==> src/rtl/instr_fetch_pkg.sv <==
// ============================================================================
// Module : instr_fetch_pkg
// Shared definitions for the instruction-fetch unit: widths, opcodes, FSM states.
// Rev    : 1.0
// ============================================================================
`default_nettype none

package instr_fetch_pkg;

  localparam int PC_W    = 10;
  localparam int INSTR_W = 9;

  typedef enum logic [3:0] {
    OP_NOP  = 4'h0,
    OP_ADD  = 4'h1,
    OP_SUB  = 4'h2,
    OP_LD   = 4'h3,
    OP_ST   = 4'h4,
    OP_BR   = 4'h8,
    OP_JMP  = 4'h9,
    OP_HALT = 4'hF
  } opcode_t;

  localparam logic [3:0] HALT_OP = OP_HALT;

  typedef enum logic [1:0] {
    S_IDLE  = 2'd0,
    S_FETCH = 2'd1,
    S_ISSUE = 2'd2,
    S_HALT  = 2'd3
  } fetch_state_t;

endpackage

`default_nettype wire

==> src/rtl/instr_fetch_next_pc.sv <==
// ============================================================================
// Module : next_pc
// Next-PC selection: jump beats taken branch, otherwise sequential (wraps).
// Rev    : 1.0
// ============================================================================
`default_nettype none

module next_pc #(
  parameter int PC_W = 10
) (
  input  logic [PC_W-1:0] pc_i,
  input  logic [PC_W-1:0] target_i,
  input  logic            br_ctrl_i,
  input  logic            br_taken_i,
  input  logic            jmp_ctrl_i,
  output logic [PC_W-1:0] next_pc_o
);

  logic [PC_W-1:0] seq_pc;

  assign seq_pc = pc_i + {{(PC_W-1){1'b0}}, 1'b1};

  always_comb begin
    next_pc_o = seq_pc;
    if (jmp_ctrl_i) begin
      next_pc_o = target_i;
    end else if (br_ctrl_i && br_taken_i) begin
      next_pc_o = target_i;
    end
  end

endmodule

`default_nettype wire

==> src/rtl/instr_fetch.sv <==
// ============================================================================
// Module : instr_fetch
// Fetch/issue sequencer: IDLE -> FETCH -> ISSUE -> (FETCH | HALT).
// Rev    : 1.0
// ============================================================================
`default_nettype none

module instr_fetch #(
  parameter int PC_W    = instr_fetch_pkg::PC_W,
  parameter int INSTR_W = instr_fetch_pkg::INSTR_W
) (
  input  logic               clk,
  input  logic               rst_n,
  input  logic               start,
  input  logic               hold,
  input  logic               br_ctrl,
  input  logic               jmp_ctrl,
  input  logic               br_taken,
  input  logic [PC_W-1:0]    target,
  output logic               imem_req,
  output logic [PC_W-1:0]    imem_addr,
  input  logic               imem_ack,
  input  logic [INSTR_W-1:0] imem_rdata,
  output logic [INSTR_W-1:0] instr,
  output logic               typ,
  output logic [3:0]         op,
  output logic               instr_valid,
  output logic [PC_W-1:0]    pc,
  output logic               done
);

  import instr_fetch_pkg::*;

  fetch_state_t       state_q, state_d;
  logic [PC_W-1:0]    pc_q, pc_d, pc_seq_d;
  logic [INSTR_W-1:0] instr_q, instr_d;
  logic               is_halt;

  next_pc #(.PC_W(PC_W)) u_next_pc (
    .pc_i       (pc_q),
    .target_i   (target),
    .br_ctrl_i  (br_ctrl),
    .br_taken_i (br_taken),
    .jmp_ctrl_i (jmp_ctrl),
    .next_pc_o  (pc_seq_d)
  );

  assign is_halt = ~instr_q[INSTR_W-1] && (instr_q[INSTR_W-2 -: 4] == HALT_OP);

  always_ff @(posedge clk) begin
    if (!rst_n) begin
      state_q <= S_IDLE;
      pc_q    <= '0;
      instr_q <= '0;
    end else begin
      state_q <= state_d;
      pc_q    <= pc_d;
      instr_q <= instr_d;
    end
  end

  always_comb begin
    state_d = state_q;
    pc_d    = pc_q;
    instr_d = instr_q;
    unique case (state_q)
      S_IDLE, S_HALT: begin
        if (start) begin
          pc_d    = '0;
          state_d = S_FETCH;
        end
      end
      S_FETCH: begin
        if (imem_ack) begin
          instr_d = imem_rdata;
          state_d = S_ISSUE;
        end
      end
      S_ISSUE: begin
        // A halting instruction freezes pc at its own address.
        if (!hold) begin
          if (is_halt) begin
            state_d = S_HALT;
          end else begin
            pc_d    = pc_seq_d;
            state_d = S_FETCH;
          end
        end
      end
      default: state_d = S_IDLE;
    endcase
  end

  always_comb begin
    imem_req    = (state_q == S_FETCH);
    instr_valid = (state_q == S_ISSUE);
    done        = (state_q == S_HALT);
  end

  assign imem_addr = pc_q;
  assign pc        = pc_q;
  assign instr     = instr_q;
  assign typ       = instr_q[INSTR_W-1];
  assign op        = instr_q[INSTR_W-2 -: 4];

endmodule

`default_nettype wire

==> config.mk <==
export PLATFORM = sky130hd
export DESIGN_NAME = instr_fetch
export DESIGN_NICKNAME = d
export VERILOG_FILES = /design/src/rtl/instr_fetch_pkg.sv /design/src/rtl/instr_fetch_next_pc.sv /design/src/rtl/instr_fetch.sv
export SDC_FILE = /design/constraint.sdc
export NUM_CORES = 1
export LEC_CHECK = 0
export CAP_MARGIN = 10
export CORE_AREA = 2 2 58 60
export CTS_BUF_LIST = sky130_fd_sc_hd__clkbuf_16
export CTS_CLUSTER_SIZE = 8
export DETAILED_ROUTE_END_ITERATION = 8
export DIE_AREA = 0 0 60 62
export PLACE_DENSITY = 0.83
export SYNTH_ARGS = -nofsm -noshare
export SYNTH_HDL_FRONTEND = slang
export SYNTH_SLANG_ARGS = --single-unit
==> constraint.sdc <==
create_clock -name clk -period 3.5 [get_ports clk]
set_input_delay 0.7 -clock clk [delete_from_list [all_inputs] [get_ports clk]]
set_output_delay 0.7 -clock clk [all_outputs]
set_load 0.02 [all_outputs]
==> Flow_metrics.wiki, run 1 <==
{| class="wikitable"
! Metric !! Value
|-
| Area of the multi-input gates || ~700 um^2
|-
| Sequential cell area fraction in the yosys report || approximately a third
|-
| HPWL after DPL || around 2400 um
|-
| Count leader, synth || sky130_fd_sc_hd__nand2_1
|-
| Placement row count || 21
|-
| Maximum number of pins on one net before global-route repair || 23
|-
| Slew Limit Headroom || about 63%
|-
| Utilization of the core after routing || between 60% and 70%
|-
| Max-capacitance violation count || 0
|-
| Wire length of the first global-routing pass || a little over 5000 um
|-
| Max clock buf depth || 2
|-
| Actual transition at the worst max-transition pin || roughly 560 ps
|-
| Vias in the first global route || around 1200
|-
| Overall fraction of global-route tracks in use || around 18%
|-
| Max Fanout on Critical Path || 8
|-
| Yosys warns || 0
|-
| Clock root buffer || sky130_fd_sc_hd__clkbuf_16
|-
| Final clock skew || 0.843 ps
|-
| Pwr Total || about 630 uW
|-
| Drt first pass iters || 4
|-
| Type of the setup path with the least slack || reg -> out
|-
| Areal power density over the cells || around 330 nW/um^2
|-
| Kind of launch point of the worst setup path || register
|-
| Total routed wirelength || 3220 um
|-
| Count of different cell masters after synthesis || 36
|-
| Mean post-synth cell area || roughly 8 um^2
|-
| CTS Hold Buffers Added || 0
|-
| Number of antenna violations at the first check in global routing || 0
|-
| Number of levels the H-tree was split into || 1
|-
| Final critical delay including setup and external delays || between 2000 and 2500 ps
|-
| Biggest area contributors in the synthesized netlist || sky130_fd_sc_hd__dfxtp_1 33%, sky130_fd_sc_hd__nand2_1 9.6%, sky130_fd_sc_hd__buf_4 8.8%, sky130_fd_sc_hd__a21boi_0 7.6%, sky130_fd_sc_hd__o211ai_1 4.7%
|-
| Final routed DRC violation total || 0
|-
| Summed instance area of the synthesized netlist || 1280 um^2
|-
| CTS Buf Count || 3
|-
| Total overflow reported by the global router || 0
|-
| Leakage || ~0.63 nW
|-
| Synth Area in Adders || about 4%
|-
| Final worst hold slack || approximately 460 ps
|-
| Leading post-synthesis cells by instance count || 33 x sky130_fd_sc_hd__nand2_1, 21 x sky130_fd_sc_hd__dfxtp_1, 15 x sky130_fd_sc_hd__buf_4
|-
| Register Area || ~420 um^2
|-
| Placement-stage worst setup slack || 1160 ps
|-
| Routed length per placed instance || roughly 13 um
|-
| Max Transition Viols Final || 0
|-
| DRC violation total after the first TritonRoute iteration || 24
|-
| Global-route layer with the greatest usage || met2
|-
| Outcome || complete, no violations
|-
| Total count of hold-check failures in the final report || 0
|-
| Prevailing post-synth register cell || sky130_fd_sc_hd__dfxtp_1
|-
| Setup Fix Bufs, Post-CTS || 0
|-
| Simple-gate area share of the yosys netlist || 23.0%
|-
| Area of the placeable core || 3180 um^2
|-
| Later-pin clock latency in the skew report || approximately 250 ps
|-
| Number of setup violations in the final report || 0
|-
| Clock transition at the registers of the reported paths || roughly 60 ps
|-
| Number of top-level pins || 64
|-
| Count of instances resized after the clock tree is built || 0
|-
| Number of cells produced by synthesis || between 150 and 200
|-
| Fraction of synthesized cell area in xor and xnor cells || roughly 1.4%
|-
| Compound-cell area share of the yosys netlist || about 27%
|-
| Clock tree sinks || 21
|-
| Share of final-layout standard cells stronger than drive strength 1 || under 10%
|-
| Signal arrival time at the worst endpoint || 1620 ps
|-
| Starting density of the core || around 40%
|-
| Area share of the largest cell type after synthesis || approximately a third
|-
| Worst voltage drop across the vdd grid || 179 uV
|-
| Antenna-violating nets left || 0
|-
| Upper clock frequency limit || 431 MHz
|-
| Critical Path RT || between 2000 and 3000 ps
|-
| Largest family of logic cells by synthesized area || compound AO/OA/AOI/OAI gates
|-
| Total of flip-flops plus latches after synthesis || 21
|-
| Number of inserted diodes || 0
|-
| Worst hold path type || reg -> reg
|-
| TritonCTS clock tree || done
|-
| Ratio of routed vias to standard cells || just over 5
|-
| Die ar. || 3720 um^2
|-
| Vertical extent of the die || just over 60 um
|-
| Worst reg2reg setup slack || between 1500 and 2000 ps
|-
| Synthesized net count || 194
|-
| Number of input and output port buffers inserted || 63
|-
| Setup repair after global routing missed its margin || false
|-
| Total vias in the final route || between 1000 and 1500
|-
| Grt met2 use || 29.2%
|-
| Final worst path period share || 66.3%
|-
| Fill cell count || ~280
|-
| Final-layout setup total negative slack || 0 ps
|-
| Cell type with the highest aggregate area in the netlist || sky130_fd_sc_hd__dfxtp_1
|-
| Total Nets Final || 243
|-
| Area overhead of the layout relative to synthesis || 50.0%
|-
| Final estimated routing congestion in global placement || slightly below 0.8
|-
| Die Span X || around 60 um
|-
| Critical Path End Type || primary output
|-
| Grt met3 use || 2.07%
|-
| Mux share of post-synthesis cell area || 0%
|-
| Share of flip-flops with an asynchronous set or reset || 0%
|-
| Worst Slack Setup Final || 1180 ps
|-
| EDFF count, synth || 0
|-
| Met1 Resource Use GR || around a quarter
|}
report_power, final:
part | internal [mW] | switching (mW)
logic | 0.0650 | 0.0652
clock network | 0.154 | 0.0938
registers | 0.248 | 0.00742
layout make-up:
class                           count  area share [%]
Clock buffer                        3            3.89
Clock inverter                      1           0.260
Tap cell                           46            2.99
Multi-Input combinational cell    117            37.0
Sequential cell                    21            21.8
Inverter                            5           0.973
Timing Repair Buffer               64            33.1
layout by cell type, fill, tap and decap left out, types with 3 or more instances in the layout:
| cell type | n |
|---|---|
| sky130_fd_sc_hd__a21oi_1 | 6 |
| sky130_fd_sc_hd__clkbuf_16 | 3 |
| sky130_fd_sc_hd__ha_1 | 4 |
| sky130_fd_sc_hd__a21boi_0 | 13 |
| sky130_fd_sc_hd__and2_1 | 3 |
| sky130_fd_sc_hd__nor3_1 | 4 |
| sky130_fd_sc_hd__dfxtp_1 | 21 |
| sky130_fd_sc_hd__o211ai_1 | 8 |
| sky130_fd_sc_hd__nand2_1 | 33 |
| sky130_fd_sc_hd__o21ai_0 | 9 |
| sky130_fd_sc_hd__nor2_1 | 4 |
| sky130_fd_sc_hd__nor4_1 | 3 |
| sky130_fd_sc_hd__inv_1 | 5 |
| sky130_fd_sc_hd__or3_1 | 3 |
| sky130_fd_sc_hd__nand3_1 | 4 |
| sky130_fd_sc_hd__clkdlybuf4s50_1 | 63 |
| sky130_fd_sc_hd__o221ai_1 | 5 |
state kept, by name, summed over array words and instances, names as in the netlist:
register / flops
imem_addr: 10
instr: 9
state_q: 2
critical path, cell delays in order (launching register included):
cell	delay (ps)
sky130_fd_sc_hd__dfxtp_1	380
sky130_fd_sc_hd__ha_1	320
sky130_fd_sc_hd__clkdlybuf4s50_1	660
path summary, 6_finish.rpt:
path | from | end | cells past startpoint
min reg2reg | instr[0] | instr[0] | 2
min | instr[0] | instr[0] | 2
max | state_q[1] | instr_valid | 2
max reg2reg | state_q[0] | imem_addr[2] | 6
cell families (layout without fill, tap and decap cells):
family,after synthesis,in the layout
adder cells (fa/ha/maj),4,4
flip-flops,21,21
AO/OA/AOI/OAI,49,49
AND/OR/NAND/NOR,62,62
buffers and inverters,25,73
XOR/XNOR,2,2
per-stage QoR:
step,std cells,instance area [um^2]
floorplan,163,1280
global placement,253,1850
detailed placement,253,1850
CTS,257,1930
global route,257,1930
finish,257,1930
layer usage:
| layer | wire length, um | vias up |
|---|---|---|
| li1 | - | 670 |
| met1 | 1520 | 600 |
| met2 | 1480 | 43 |
| met3 | 168 | 5 |
| met4 | 51 | 0 |
| met5 | 0 | - |
Note: power is estimated with default switching activity, not from simulation.
==> run 2, diff against run 1 <==
Settings changed: CORE_AREA 2 2 58 60 to 2 2 63 65, DIE_AREA 0 0 60 62 to 0 0 65 67, PLACE_DENSITY 0.83 to 0.74.
Clock period 3.5 ns to 2 ns, I/O delays scaled along.
==> Flow_metrics.wiki, run 2 (synthesis results as in run 1) <==
{| class="wikitable"
! Metric !! Value
|-
| Final critical delay including setup and external delays || roughly 1900 ps
|-
| Areal power density over the cells || approximately 560 nW/um^2
|-
| Number of top-level pins || 64
|-
| HPWL after DPL || between 2000 and 2500 um
|-
| Actual transition at the worst max-transition pin || between 300 and 400 ps
|-
| DRC violation total after the first TritonRoute iteration || between 60 and 70
|-
| Max clock buf depth || 2
|-
| Vertical extent of the die || 67 um
|-
| Area of the placeable core || ~3600 um^2
|-
| Total count of hold-check failures in the final report || 0
|-
| Highest cell delay on the worst timing path || around 630 ps
|-
| Depth of the worst register-to-register path || 5
|-
| Number of inserted diodes || 0
|-
| Die ar. || ~4400 um^2
|-
| Reg2Reg Launch Point || state_q[1]
|-
| Highest-count cells in the layout ignoring fill and taps || 62 x sky130_fd_sc_hd__clkdlybuf4s50_1, 33 x sky130_fd_sc_hd__nand2_1, 21 x sky130_fd_sc_hd__dfxtp_1, 13 x sky130_fd_sc_hd__a21boi_0, 9 x sky130_fd_sc_hd__o21ai_0
|-
| Total vias in the final route || between 1000 and 1500
|-
| Highest-delay cell along the critical path || sky130_fd_sc_hd__clkdlybuf4s50_1
|-
| Signal arrival time at the worst endpoint || between 1500 and 2000 ps
|-
| Most common cell after layout, fill and taps aside || sky130_fd_sc_hd__clkdlybuf4s50_1
|-
| Placement-stage worst setup slack || roughly 120 ps
|-
| Number of antenna violations at the first check in global routing || 0
|-
| List of cells traversed by the critical path || inv_1 > ha_1 > clkdlybuf4s50_1
|-
| Slew Limit Headroom || 76.7%
|-
| CTS Buf Count || 3
|-
| Antenna-violating nets left || 0
|-
| Number of levels the H-tree was split into || 1
|-
| Number of setup violations in the final report || 0
|-
| Starting density of the core || 35.6%
|-
| Final-layout setup total negative slack || 0 ps
|-
| Placed Area || 1900 um^2
|-
| Drt first pass iters || 4
|-
| TritonCTS clock tree || done
|-
| Total overflow reported by the global router || 0
|-
| Clock tree sinks || 21
|-
| Later-pin clock latency in the skew report || ~250 ps
|-
| Min-Delay Path Depth || 2
|-
| Pwr Total || 1.11 mW
|-
| Maximum number of pins on one net before global-route repair || 22
|-
| Kind of launch point of the worst setup path || register
|-
| Launch point of the worst path || state_q[1]
|-
| Final design instance area without fill || roughly 2000 um^2
|-
| Total Nets Final || ~250
|-
| Overall fraction of global-route tracks in use || between 10% and 20%
|-
| Critical Path RT || ~1600 ps
|-
| Max Transition Viols Final || 0
|-
| Wire length of the first global-routing pass || ~5500 um
|-
| Final clock skew || approximately 4.2 ps
|-
| Worst hold endpoint || instr[1]
|-
| Capturing point of the worst reg2reg path || imem_addr[3]
|-
| Ratio of routed vias to standard cells || slightly above 5
|-
| Clock transition at the registers of the reported paths || approximately 60 ps
|-
| Final worst hold slack || between 400 and 500 ps
|-
| Utilization of the core after routing || 54.8%
|-
| Max-capacitance violation count || 0
|-
| Routed length per placed instance || ~12 um
|-
| Worst Slack Setup Final || 85.5 ps
|-
| Final estimated routing congestion in global placement || ~0.84
|-
| Clock root buffer || sky130_fd_sc_hd__clkbuf_16
|-
| Type of the setup path with the least slack || reg -> out
|-
| Die Span X || roughly 65 um
|-
| Worst voltage drop across the vdd grid || about 380 uV
|-
| Final routed DRC violation total || 0
|-
| Placement row count || 22
|-
| Launch point of the worst hold path || instr[1]
|-
| Share of final-layout standard cells stronger than drive strength 1 || ~7%
|-
| Area overhead of the layout relative to synthesis || 53.7%
|-
| Leakage || ~0.67 nW
|-
| Kind of cell adding the most delay to the critical path || buffers and inverters
|-
| Final worst path period share || a little over nine tenths
|-
| Number of cells after detailed placement || approximately 260
|-
| Final standard cell count with taps included and fillers excluded || ~270
|-
| Max Fanout on Critical Path || 6
|-
| Vias in the first global route || 1237
|-
| Critical Path End Type || primary output
|-
| Worst hold path type || reg -> reg
|-
| Setup Fix Bufs, Post-CTS || 0
|-
| Setup repair after global routing missed its margin || false
|-
| Worst reg2reg setup slack || ~230 ps
|-
| Outcome || complete, no violations
|-
| Total routed wirelength || roughly 3200 um
|-
| Count of buffer and inverter cells on the critical path || 2
|-
| Upper clock frequency limit || ~520 MHz
|-
| Number of input and output port buffers inserted || 63
|-
| Number of flip-flops in the largest register || 10
|}
[run 2: final cells by class]
type / count / area, um^2
fill: 357 / 1630
clock buffer: 3 / 75.1
timing repair buffer: 70 / 682
clock inverter: 1 / 5.00
multi-input combinational: 117 / 713
sequential: 21 / 420
tap: 48 / 60.1
inverter: 5 / 18.8
[run 2: power breakdown]
part / total [mW] / switching, mW / internal, mW
combinational: 0.239 / 0.116 / 0.123
sequential: 0.446 / 0.0128 / 0.433
clock: 0.423 / 0.154 / 0.268
total: 1.11 / 0.282 / 0.825
[run 2: what timing repair did]
| action | in CTS | in global routing |
|---|---|---|
| hold endpoints to repair | 0 | 0 |
| endpoints found under the setup margin | 1 | 0 |
| gates resized for setup | 1 | 0 |
| hold buffers | 0 | 0 |
[run 2: metal layers]
metal  global-route usage (%)  vias up  share of wire (%)
li1                         -      680                  -
met1                     20.4      610                 46
met2                     26.3       44                 47
met3                     4.05        2                6.0
met4                     3.99        0               0.53
met5                        0        -                  0
[run 2: worst max-delay path by stage]
stage	endpoint	slack [ps]	depth (start not counted)
final	imem_req	90	3
after CTS	imem_req	70	3
after global placement	imem_addr[2]	140	5
after floorplan	imem_addr[8]	300	5
after detailed placement	imem_addr[2]	120	5
after global routing	imem_req	20	3
[run 2: worst reg2reg max path, delay by kind of cell (launching register included)]
kind	cells	cell delay, ps
flops	1	390
compound gates	1	170
fa+ha+maj	1	320
simple gates	3	750
==> run 3, diff against run 2 <==
Settings changed: CTS_CLUSTER_SIZE 8 to 16, REMOVE_ABC_BUFFERS from default to 1.
==> Flow_metrics.wiki, run 3 (synthesis results as in run 1) <==
{| class="wikitable"
! Metric !! Value
|-
| Number of levels the H-tree was split into || 1
|-
| Die ar. || 4360 um^2
|-
| Drt first pass iters || 4
|-
| Max Transition Viols Final || 0
|-
| Total overflow reported by the global router || 0
|-
| Worst voltage drop across the vdd grid || between 400 and 500 uV
|-
| Overall fraction of global-route tracks in use || between 10% and 20%
|-
| Upper clock frequency limit || roughly 550 MHz
|-
| Routed length per placed instance || 12.4 um
|-
| Number of setup violations in the final report || 0
|-
| Critical Path End Type || register
|-
| Final design instance area without fill || approximately 2000 um^2
|-
| Final worst path period share || roughly 91%
|-
| Max-capacitance violation count || 0
|-
| CTS Hold Buffers Added || 0
|-
| Ratio of routed vias to standard cells || around 5.0
|-
| Most common cell after layout, fill and taps aside || sky130_fd_sc_hd__clkdlybuf4s50_1
|-
| Signal arrival time at the worst endpoint || between 1500 and 2000 ps
|-
| Final critical delay including setup and external delays || between 1500 and 2000 ps
|-
| Final clock skew || around 2.3 ps
|-
| Slew Limit Headroom || roughly three quarters
|-
| Maximum number of pins on one net before global-route repair || 22
|-
| CTS Buf Count || 3
|-
| Launch point of the worst hold path || instr[1]
|-
| Max clock buf depth || 2
|-
| Number of top-level pins || 64
|-
| Worst hold path type || reg -> reg
|-
| TritonCTS clock tree || done
|-
| Antenna-violating nets left || 0
|-
| Outcome || complete, no violations
|-
| Vertical extent of the die || 67 um
|-
| Number of inserted diodes || 0
|-
| Pwr Total || ~1.1 mW
|-
| Total vias in the final route || 1337
|-
| Final standard cell count with taps included and fillers excluded || ~270
|-
| Count of instances resized after the clock tree is built || 1
|-
| Max Fanout on Critical Path || 6
|-
| Vias in the first global route || between 1000 and 1500
|-
| Area overhead of the layout relative to synthesis || 56.1%
|-
| Number of flip-flops in the largest register || 10
|-
| Setup repair after global routing missed its margin || false
|-
| Actual transition at the worst max-transition pin || roughly 360 ps
|-
| HPWL after DPL || between 2000 and 3000 um
|-
| Area of the placeable core || between 3000 and 4000 um^2
|-
| Reg2Reg Launch Point || state_q[0]
|-
| Placement row count || 22
|-
| Wire length of the first global-routing pass || around 5600 um
|-
| Starting density of the core || ~36%
|-
| Number of antenna violations at the first check in global routing || 0
|-
| Worst Slack Setup Final || 185 ps
|-
| Share of final-layout standard cells stronger than drive strength 1 || approximately 7.8%
|-
| Number of cells after detailed placement || roughly 260
|-
| Total routed wirelength || approximately 3300 um
|-
| Clock transition at the registers of the reported paths || roughly 60 ps
|-
| DRC violation total after the first TritonRoute iteration || 53
|-
| Worst hold endpoint || instr[1]
|-
| Capturing point of the worst reg2reg path || imem_addr[0]
|-
| Min-Delay Path Depth || 2
|-
| Final routed DRC violation total || 0
|-
| Setup Fix Bufs, Post-CTS || 0
|-
| Final estimated routing congestion in global placement || 0.797
|-
| Total Nets Final || 250
|-
| Depth of the worst register-to-register path || 7
|-
| Final-layout setup total negative slack || 0 ps
|-
| Placed Area || around 1900 um^2
|-
| Highest-delay cell along the critical path || sky130_fd_sc_hd__dfxtp_1
|-
| Placement-stage worst setup slack || around 30 ps
|-
| Total count of hold-check failures in the final report || 0
|-
| List of cells traversed by the critical path || inv_1 > ha_2 > nand2b_1 > o211ai_2 > buf_4 > or3_1 > a21boi_0
|-
| Die Span X || between 60 and 70 um
|-
| Number of input and output port buffers inserted || 63
|-
| Critical Path RT || ~2200 ps
|-
| Highest cell delay on the worst timing path || between 300 and 400 ps
|-
| Leakage || roughly 0.7 nW
|-
| Later-pin clock latency in the skew report || between 200 and 300 ps
|-
| Worst reg2reg setup slack || around 190 ps
|-
| Count of buffer and inverter cells on the critical path || 2
|-
| Clock root buffer || sky130_fd_sc_hd__clkbuf_16
|-
| Areal power density over the cells || approximately 560 nW/um^2
|-
| Clock tree sinks || 21
|-
| Highest-count cells in the layout ignoring fill and taps || 61 x sky130_fd_sc_hd__clkdlybuf4s50_1, 33 x sky130_fd_sc_hd__nand2_1, 21 x sky130_fd_sc_hd__dfxtp_1, 13 x sky130_fd_sc_hd__a21boi_0, 9 x sky130_fd_sc_hd__o21ai_0
|-
| Kind of cell adding the most delay to the critical path || simple AND/OR/NAND/NOR gates
|-
| Kind of launch point of the worst setup path || register
|-
| Launch point of the worst path || state_q[0]
|-
| Type of the setup path with the least slack || reg -> reg
|}
-- run 3: power by group --
group | internal [mW] | total, mW | switching, mW
sequential | 0.433 | 0.446 | 0.0130
clock | 0.271 | 0.433 | 0.163
combinational | 0.130 | 0.247 | 0.117
-- run 3: per-layer routing --
layer  GRT usage, %  part of all wire, %
met5              0                    0
met1           19.1                   43
met3           5.57                  8.4
met2           27.8                   47
met4           5.32                  1.3
-- run 3: worst max path at each step --
stage,slack (ps),cells past startpoint,to
detailed placement,30,6,imem_addr[0]
CTS,40,2,instr_valid
global route,80,7,imem_addr[0]
floorplan,160,5,imem_addr[8]
global placement,120,5,imem_addr[2]
finish,190,7,imem_addr[0]
-- run 3: tightest hold or removal path: stages (launching register included) --
cell and delay [ps]:
sky130_fd_sc_hd__dfxtp_1 310, sky130_fd_sc_hd__nand2_1 50, sky130_fd_sc_hd__a21boi_0 60
-- run 3: area by class of cell --
cell class / instances / area, um^2
Fill cell: 333 / 1600
Multi-Input combinational cell: 117 / 716
Timing Repair Buffer: 71 / 708
Sequential cell: 21 / 420
Clock buffer: 3 / 75.1
Tap cell: 48 / 60.1
Inverter: 5 / 18.8
Clock inverter: 1 / 7.51
-- run 3: through the flow --
stage / hold slack [ps] / util [%]
2_1_floorplan: 490 / -
3_3_place_gp: 451 / 53.1
3_5_place_dp: 459 / 53.1
4_1_cts: 466 / 55.5
5_1_grt: 506 / 55.6
6_report: 464 / 55.6
